$ cat src/rtl/s38417_bank_scan_stage.sv
// s38417_bank_scan_stage: three W-bit state banks scanned in the order A, B, C.
// Each bank word is compared against ref_data during its own scan cycle. The
// stage accumulates per-bank match flags and a total mismatch-bit count, then
// pulses done for the downstream output-select cone.
`timescale 1ns/1ps
module s38417_bank_scan_stage #(
  parameter int W  = 8,
  parameter int CW = 5
) (
  input  logic          CK,
  input  logic          RST,
  input  logic          wr_valid,
  output logic          wr_ready,
  input  logic [1:0]    wr_bank,
  input  logic [W-1:0]  wr_data,
  input  logic [W-1:0]  ref_data,
  input  logic          start,
  output logic [2:0]    sel,
  output logic [W-1:0]  mux_data,
  output logic [2:0]    match_vec,
  output logic [CW-1:0] mismatch_cnt,
  output logic          done
);

  typedef enum logic [2:0] {
    IDLE   = 3'd0,
    SCAN_A = 3'd1,
    SCAN_B = 3'd2,
    SCAN_C = 3'd3,
    FIN    = 3'd4
  } state_t;

  state_t        state_q, state_d;
  logic [W-1:0]  bank_a_q, bank_a_d;
  logic [W-1:0]  bank_b_q, bank_b_d;
  logic [W-1:0]  bank_c_q, bank_c_d;
  logic [2:0]    match_vec_q, match_vec_d;
  logic [CW-1:0] mismatch_cnt_q, mismatch_cnt_d;
  logic [W-1:0]  diff;

  // Number of set bits in a word; the CW constraint keeps 3*W within range.
  function automatic logic [CW-1:0] popcount(input logic [W-1:0] v);
    logic [CW-1:0] n;
    n = '0;
    for (int i = 0; i < W; i++) begin
      n = n + CW'(v[i]);
    end
    return n;
  endfunction

  assign wr_ready     = (state_q == IDLE);
  assign done         = (state_q == FIN);
  assign match_vec    = match_vec_q;
  assign mismatch_cnt = mismatch_cnt_q;
  assign diff         = mux_data ^ ref_data;

  // Decode the one-hot bank select from the scan state and route the bank word.
  always_comb begin
    sel      = 3'b000;
    mux_data = '0;
    case (state_q)
      SCAN_A: begin
        sel      = 3'b001;
        mux_data = bank_a_q;
      end
      SCAN_B: begin
        sel      = 3'b010;
        mux_data = bank_b_q;
      end
      SCAN_C: begin
        sel      = 3'b100;
        mux_data = bank_c_q;
      end
      default: begin
        sel      = 3'b000;
        mux_data = '0;
      end
    endcase
  end

  // Next-state, bank write and compare/accumulate logic.
  always_comb begin
    state_d        = state_q;
    bank_a_d       = bank_a_q;
    bank_b_d       = bank_b_q;
    bank_c_d       = bank_c_q;
    match_vec_d    = match_vec_q;
    mismatch_cnt_d = mismatch_cnt_q;
    case (state_q)
      IDLE: begin
        // A write accepted with start lands on the same edge, so the scan sees it.
        if (wr_valid) begin
          case (wr_bank)
            2'd0:    bank_a_d = wr_data;
            2'd1:    bank_b_d = wr_data;
            2'd2:    bank_c_d = wr_data;
            default: ;
          endcase
        end
        if (start) begin
          state_d        = SCAN_A;
          match_vec_d    = 3'b000;
          mismatch_cnt_d = '0;
        end
      end
      SCAN_A: begin
        match_vec_d[0] = (diff == '0);
        mismatch_cnt_d = mismatch_cnt_q + popcount(diff);
        state_d        = SCAN_B;
      end
      SCAN_B: begin
        match_vec_d[1] = (diff == '0);
        mismatch_cnt_d = mismatch_cnt_q + popcount(diff);
        state_d        = SCAN_C;
      end
      SCAN_C: begin
        match_vec_d[2] = (diff == '0);
        mismatch_cnt_d = mismatch_cnt_q + popcount(diff);
        state_d        = FIN;
      end
      FIN: begin
        state_d = IDLE;
      end
      default: begin
        state_d = IDLE;
      end
    endcase
  end

  // State registers; reset aborts any scan in progress and clears the banks.
  always_ff @(posedge CK) begin
    if (RST) begin
      state_q        <= IDLE;
      bank_a_q       <= '0;
      bank_b_q       <= '0;
      bank_c_q       <= '0;
      match_vec_q    <= 3'b000;
      mismatch_cnt_q <= '0;
    end else begin
      state_q        <= state_d;
      bank_a_q       <= bank_a_d;
      bank_b_q       <= bank_b_d;
      bank_c_q       <= bank_c_d;
      match_vec_q    <= match_vec_d;
      mismatch_cnt_q <= mismatch_cnt_d;
    end
  end

endmodule

$ cat config.mk
export PLATFORM = sky130hd
export DESIGN_NAME = s38417_bank_scan_stage
export DESIGN_NICKNAME = d
export VERILOG_FILES = /design/src/rtl/s38417_bank_scan_stage.sv
export SDC_FILE = /design/constraint.sdc
export NUM_CORES = 1
export LEC_CHECK = 0
export BUFFER_PORTS_ARGS = -buffer_cell sky130_fd_sc_hd__buf_2
export CORE_MARGIN = 3
export CORE_UTILIZATION = 56
export DETAILED_ROUTE_END_ITERATION = 7
export GPL_TIMING_DRIVEN = 0
export PLACE_DENSITY = 0.82
export SETUP_SLACK_MARGIN = 0.05
export SLEW_MARGIN = 20
export SYNTH_ARGS = -nofsm -noshare
export SYNTH_HDL_FRONTEND = slang
export SYNTH_SLANG_ARGS = --single-unit
$ cat constraint.sdc
create_clock -name CK -period 4.75 [get_ports CK]
set_clock_uncertainty 0.2 [all_clocks]
set_input_delay 0.475 -clock CK [delete_from_list [all_inputs] [get_ports CK]]
set_output_delay 0.475 -clock CK [all_outputs]
set_load 0.1 [all_outputs]
Word-level counts from Yosys, hierarchy flattened
Cells that the tools add are included.
{"block": "word_totals", "regBits": 35, "input_bits": 22, "out_inout_bits": 21, "wordCells": 49}
{"block": "op_classes", "add_sub_neg": 8, "n_eq_ne": 7, "muxes": 10, "bitwise_logic": 1, "reduce_logical": 15}
{"cell": "case mux 8 bit (3 select lines)", "count": 1}
{"cell": "adder 5 x 1 -> 5 bit", "count": 3}
{"cell": "case mux 3 bit (4 select lines)", "count": 1}
{"cell": "case mux 5 bit (2 select lines)", "count": 1}
{"cell": "case mux 3 bit (3 select lines)", "count": 1}
{"cell": "AND reduction 3 bit", "count": 3}
{"cell": "zero test 8 bit", "count": 1}
{"cell": "AND reduction 2 bit", "count": 4}
{"cell": "nonzero test 2 bit", "count": 4}
{"cell": "bitwise XOR 8 bit", "count": 1}
{"cell": "equality test 3 x 2 -> 1 bit (second input constant)", "count": 2}
{"cell": "2-to-1 mux 3 bit", "count": 2}
{"cell": "case mux 1 bit (2 select lines)", "count": 3}
{"cell": "adder 4 x 1 -> 5 bit", "count": 1}
{"cell": "adder 5 bit", "count": 1}
{"cell": "2-to-1 mux 5 bit", "count": 1}
{"cell": "adder 3 x 1 -> 4 bit", "count": 1}
{"cell": "adder 2 x 1 -> 3 bit", "count": 1}
{"cell": "equality test 3 x 1 -> 1 bit (second input constant)", "count": 1}
{"cell": "equality test 3 bit (second input constant)", "count": 1}
{"cell": "zero test 3 bit", "count": 1}
{"cell": "OR reduction 3 bit", "count": 1}
{"cell": "adder 1 x 1 -> 2 bit", "count": 1}
{"cell": "equality test 2 x 1 -> 1 bit (second input constant)", "count": 1}
{"cell": "3 further kinds", "count": 3}

Longest topological paths before layout
{"block": "logic_depth", "depth_word": 12, "mapped_depth": 15}

Worst setup path after synthesis
OpenSTA, ideal clock, no wires.
{"block": "synth_path", "path_kind": "register -> register", "startpoint": "register state_q[0]", "endpoint": "register mismatch_cnt_q[4] (netlist: mismatch_cnt[4])", "setup_ns": 0.076, "arrival_time_ns": 4.052, "required_time_ns": 4.474, "setup_slack_ns": 0.422, "path_stages_with_launch": 15, "path_buffers": 0, "cell_sequence": "dfxtp_1 -> mux2_2 -> a32o_1 -> or2_2 -> fa_1 -> fa_1 -> inv_1 -> fa_1 -> fa_1 -> inv_1 -> fa_1 -> a21o_1 -> a21oi_1 -> or3_1 -> a21boi_0"}
{"block": "synth_via", "elab_chain_cells": 12, "word_cells_on_any_way": 19, "classes_between": "8 x add/sub; 4 x eq/ne; 2 x mux; 1 x bitwise; 4 x reduce/logical"}
{"item": "start, declared", "line_no": "33", "source": "state_t state_q, state_d;"}
{"item": "start signal, assigned", "line_no": "140", "source": "state_q <= state_d;"}
{"item": "equality test 3 x 2 -> 1 bit or equality test 3 x 1 -> 1 bit (tied branches)", "line_no": "61, 89"}
{"item": "case mux 8 bit (3 select lines)", "line_no": "61", "source": "case (state_q)"}
{"item": "bitwise XOR 8 bit", "line_no": "55", "source": "assign diff = mux_data ^ ref_data;"}
{"item": "adder 1 x 1 -> 2 bit", "line_no": "46", "source": "n = n + CW'(v[i]);"}
{"item": "adder 2 x 1 -> 3 bit", "line_no": "46"}
{"item": "adder 3 x 1 -> 4 bit", "line_no": "46"}
{"item": "adder 4 x 1 -> 5 bit", "line_no": "46"}
{"item": "adder 5 x 1 -> 5 bit (3 in a row)", "line_no": "46"}
{"item": "adder 5 bit", "line_no": "108, 113, 118"}
{"item": "case mux 5 bit (2 select lines)", "line_no": "89", "source": "case (state_q)"}
{"item": "end signal, assigned", "line_no": "145", "source": "mismatch_cnt_q <= mismatch_cnt_d;"}
{"item": "end, declared", "line_no": "38", "source": "logic [CW-1:0] mismatch_cnt_q, mismatch_cnt_d;"}
Several ways; a longest one is shown, not always the timed one.
A chain may end at the register's enable or synchronous reset.

Worst setup path in the final report
Same ends and word-level chain as after synthesis.

==> impl_summary.log <==
[metrics] boundary pin count: 43
[metrics] Buf+Inv Stages, Crit Path: 2
[metrics] most prevalent standard cell on the critical path: sky130_fd_sc_hd__fa_1
[metrics] total setup buffers inserted after CTS: 0
[metrics] Final Hold Vio Count: 0
[metrics] initial standard-cell utilization of the core: 0.604
[metrics] Power Dens Cells: 417 nW/um2
[metrics] DRC marker count from the first detailed-route iteration: 123
[metrics] aggregate global routing overflow: 0
[metrics] Period Utilization, post-route: 0.943
[metrics] final routed wirelength across all metal layers: 5.57 mm
[metrics] Min-Delay Endpoint: bank_b_q[7]
[metrics] post-route total power: 1.13 mW
[metrics] cell row count: 22
[metrics] Chip Width: 70.2 um
[metrics] setup slack after layout: 270 ps
[metrics] number of gates resized after cts: 0
[metrics] core box area: 3830 um2
[metrics] number of vias after detailed routing: 2100
[metrics] remaining max-slew budget at the tightest pin: 0.596
[metrics] cell count of the worst hold path: 3
[metrics] setup violation total in the final timing report: 0
[metrics] Hold Slack: 244 ps
[metrics] number of max-cap violations: 0
[metrics] outcome: completed
[metrics] wire length of the first global-routing pass: 9.31 mm
[metrics] worst r2r path cells: 14
[metrics] primary flip-flop cell chosen by synthesis mapping: sky130_fd_sc_hd__dfxtp_1
[metrics] post-layout minimum cycle time: 4480 ps
[metrics] synthesized-area fraction occupied by xor and xnor cells: 0.00758
[metrics] reg-to-reg setup timing slack: 270 ps
[metrics] height of the die: 70.2 um
[metrics] proportion of layout cells with a drive suffix above 1: 0.248
[metrics] DPL Wire Length: 4.16 mm
[metrics] routed len/inst: 15.2 um
[metrics] Detailed Routing Iterations Pass 1: 5
[metrics] count of placed standard cells including taps: 358
[metrics] Synth Instances: 269
[metrics] hold bufs inserted after CTS: 0
[metrics] clock transition at the register clock pins on the worst setup and hold paths after CTS: 80 ps
[metrics] basic-gate share of the synthesized area counting and, or, nand and nor cells: 0.283
[metrics] series of cell instances along the critical path: mux2_2, a32o_1, or2_2, fa_1, fa_1, inv_1, fa_1, fa_1, inv_1, fa_2, a21o_1, a21oi_1, or3_1, a21boi_1
[metrics] share of flip-flops with an asynchronous set or reset after synthesis: 0
[metrics] clock tree from TritonCTS: built
[metrics] post-synthesis compound-gate area fraction: 0.130
[metrics] Reg2Reg Capture Point: mismatch_cnt[4]
[metrics] fraction of the mapped netlist area in adder cells: 0.0758
[metrics] layout net count: 350
[metrics] DR DRC count: 0
[metrics] Total GRT Usage: 0.235
[metrics] total of warnings raised by yosys: 0
[metrics] die area: 4930 um2
[metrics] number of global-route vias before repair: 1969
[metrics] syn_nets: 302
[metrics] clk buf depth: 2
[metrics] multiplexer fraction of the synthesized cell area: 0.146
[metrics] final setup TNS: 0 ps
[metrics] diodes inserted: 0
[metrics] peak per-stage delay on the critical path: 540 ps
[metrics] share of the yosys chip area belonging to registers: 0.303
[metrics] maximum number of pins on one net before global-route repair: 13
[metrics] top cell family by delay on the critical path: adder cells
[metrics] count of nets left with antenna violations after detail routing: 0
[metrics] number of enable-type register cells in the synthesized netlist: 0
[metrics] critical path type: register to register
[metrics] Max FO, Critical Path: 4
[metrics] CTS H-tree depth: 2
[metrics] number of pins with negative max-slew slack in the final report: 0
[metrics] Seq cells post-synth: 35
[metrics] clock tree sinks: 35
[metrics] Slowest-stage cell, CP: sky130_fd_sc_hd__fa_1
[metrics] GPL Wtd Cong: 0.880
[metrics] cell area after synthesis: 2310 um2
[metrics] cell chosen for the clock root: sky130_fd_sc_hd__clkbuf_8
[metrics] Layout Area Growth over Synthesis: 17.7%
[metrics] clk_lat worst skew: 290 ps
[metrics] type of element launching the critical path: register
[metrics] Pleak: 1.27 nW
[metrics] largest family of logic cells by synthesized area: simple AND/OR/NAND/NOR gates
[metrics] f_max: 223 MHz
[metrics] Arrival @ worst endpoint: 4510 ps
[metrics] number of antenna violations at the first check in global routing: 0
[metrics] worst reg2reg path startpoint: state_q[0]
[metrics] Worst Max-Slew Pin Slew: 607 ps
[metrics] distinct cell type count of the synthesized netlist: 44
[metrics] Buffers on Ports: 41
[metrics] TritonCTS buffer count: 5
[metrics] Final Non-Filler Cells: 366
[metrics] average footprint of a synthesized cell: 8.59 um2
[metrics] via density per instance: 5.74
[metrics] post-placement setup slack: 170 ps
[metrics] class of the worst hold path: input port to register
[metrics] Worst Path Required: 4780 ps
[metrics] endpoint class of the critical path: register
[metrics] unrepaired setup endpoints after global routing: no
[metrics] peak supply drop: 0.284 mV
[metrics] startpoint of the lowest-slack hold path: wr_data[7]
## power by group
group	switching, mW	internal [mW]	leakage (nW)
Combinational	0.333	0.176	0.927
Clock	0.119	0.173	0.0618
Sequential	0.0163	0.316	0.285
## metal layers
metal	vias to the layer above	GRT usage	routed length (um)
li1	1033	-	-
met1	964	0.333	2640
met2	89	0.362	2460
met3	14	0.0518	377
met4	0	0.0553	90
met5	-	0	0
## metrics by stage
step                area (um2)   util
floorplan                 2310      -
global placement          2570  0.673
detailed placement        2570  0.673
CTS                       2700  0.705
global route              2720  0.711
finish                    2720  0.711
## final cells by class
cell class	count	area, um2
multi-input combinational	205	1500
clock buffer	6	82.6
tap	48	60.1
buffer	16	81.3
timing repair buffer	41	205
clock inverter	2	38.8
fill	306	1110
sequential	35	707
inverter	13	48.8
## how the worst max path moves through the flow
stage,start,endpoint,slack [ps],cells past startpoint
final,state_q[0],mismatch_cnt[4],270,14
after global routing,state_q[0],mismatch_cnt[4],80,15
after CTS,state_q[1],mismatch_cnt[4],120,15
after detailed placement,state_q[1],mismatch_cnt[4],170,15
after global placement,state_q[1],mismatch_cnt[4],220,15
after floorplan,state_q[0],mismatch_cnt[4],420,14
## cell families after synthesis
group                    count (synthesis)
AND/OR/NAND/NOR                        119
AO/OA/AOI/OAI                           41
flip-flops                              35
adder cells (fa/ha/maj)                 11
XOR/XNOR                                 2
buffers and inverters                   29
multiplexers                            32
## Yosys cell counts, drive strengths merged, types with 2 or more instances
| cell | n | area, um2 |
|---|---|---|
| mux2 | 8 | 97.6 |
| inv | 13 | 48.8 |
| a21oi | 12 | 60.1 |
| nor2 | 37 | 139 |
| o31ai | 2 | 15.0 |
| a22oi | 3 | 22.5 |
| nor3b | 8 | 60.1 |
| and2 | 8 | 50.1 |
| nor2b | 5 | 31.3 |
| nor3 | 3 | 37.5 |
| a32o | 4 | 40.0 |
| o221ai | 7 | 61.3 |
| nand3 | 2 | 10.0 |
| nand2 | 25 | 93.8 |
| fa | 5 | 100 |
| o21ai | 4 | 20.0 |
| ha | 6 | 75.1 |
| nand4b | 2 | 17.5 |
| a32oi | 4 | 35.0 |
| nand3b | 2 | 15.0 |
| clkbuf | 9 | 33.8 |
| nand2b | 16 | 100 |
| mux2i | 24 | 240 |
| buf | 7 | 42.5 |
| or2 | 2 | 12.5 |
| dfxtp | 35 | 701 |
| or3 | 2 | 12.5 |
| nor4b | 4 | 47.6 |
## placed cells by master (no fill, tap or decap), types with 3 or more instances in the layout
master                     Yosys  layout
sky130_fd_sc_hd__nor3b_1       8       8
sky130_fd_sc_hd__buf_2         4      44
sky130_fd_sc_hd__o221ai_1      7       6
sky130_fd_sc_hd__o21ai_0       4       4
sky130_fd_sc_hd__a22oi_1       3       3
sky130_fd_sc_hd__nand2b_1     16      16
sky130_fd_sc_hd__fa_1          5       4
sky130_fd_sc_hd__and2_1        8       8
sky130_fd_sc_hd__a21oi_1      12      12
sky130_fd_sc_hd__nand2_1      25      25
sky130_fd_sc_hd__nor2b_1       5       5
sky130_fd_sc_hd__clkbuf_8      0       6
sky130_fd_sc_hd__a32oi_1       4       4
sky130_fd_sc_hd__inv_1        13      13
sky130_fd_sc_hd__mux2_2        6       6
sky130_fd_sc_hd__mux2i_1      24      24
sky130_fd_sc_hd__clkbuf_1      9       7
sky130_fd_sc_hd__ha_1          6       6
sky130_fd_sc_hd__a32o_1        4       4
sky130_fd_sc_hd__nor2_1       37      36
sky130_fd_sc_hd__dfxtp_1      35      32
## registers in the layout (all words and copies together), names as in the netlist
signal / flops
bank_a_q: 8
state_q: 3
mismatch_cnt: 5
bank_c_q: 8
bank_b_q: 8
match_vec: 3
## worst register-to-register path, cell delays in order (launching register included)
cell and delay, ps:
sky130_fd_sc_hd__dfxtp_4 380, sky130_fd_sc_hd__mux2_2 360, sky130_fd_sc_hd__a32o_1 230, sky130_fd_sc_hd__or2_2 280, sky130_fd_sc_hd__fa_1 470, sky130_fd_sc_hd__fa_1 540, sky130_fd_sc_hd__inv_1 50, sky130_fd_sc_hd__fa_1 510
sky130_fd_sc_hd__fa_1 450, sky130_fd_sc_hd__inv_1 80, sky130_fd_sc_hd__fa_2 220, sky130_fd_sc_hd__a21o_1 120, sky130_fd_sc_hd__a21oi_1 70, sky130_fd_sc_hd__or3_1 310, sky130_fd_sc_hd__a21boi_1 140
Power figures use the tool's default switching activity.
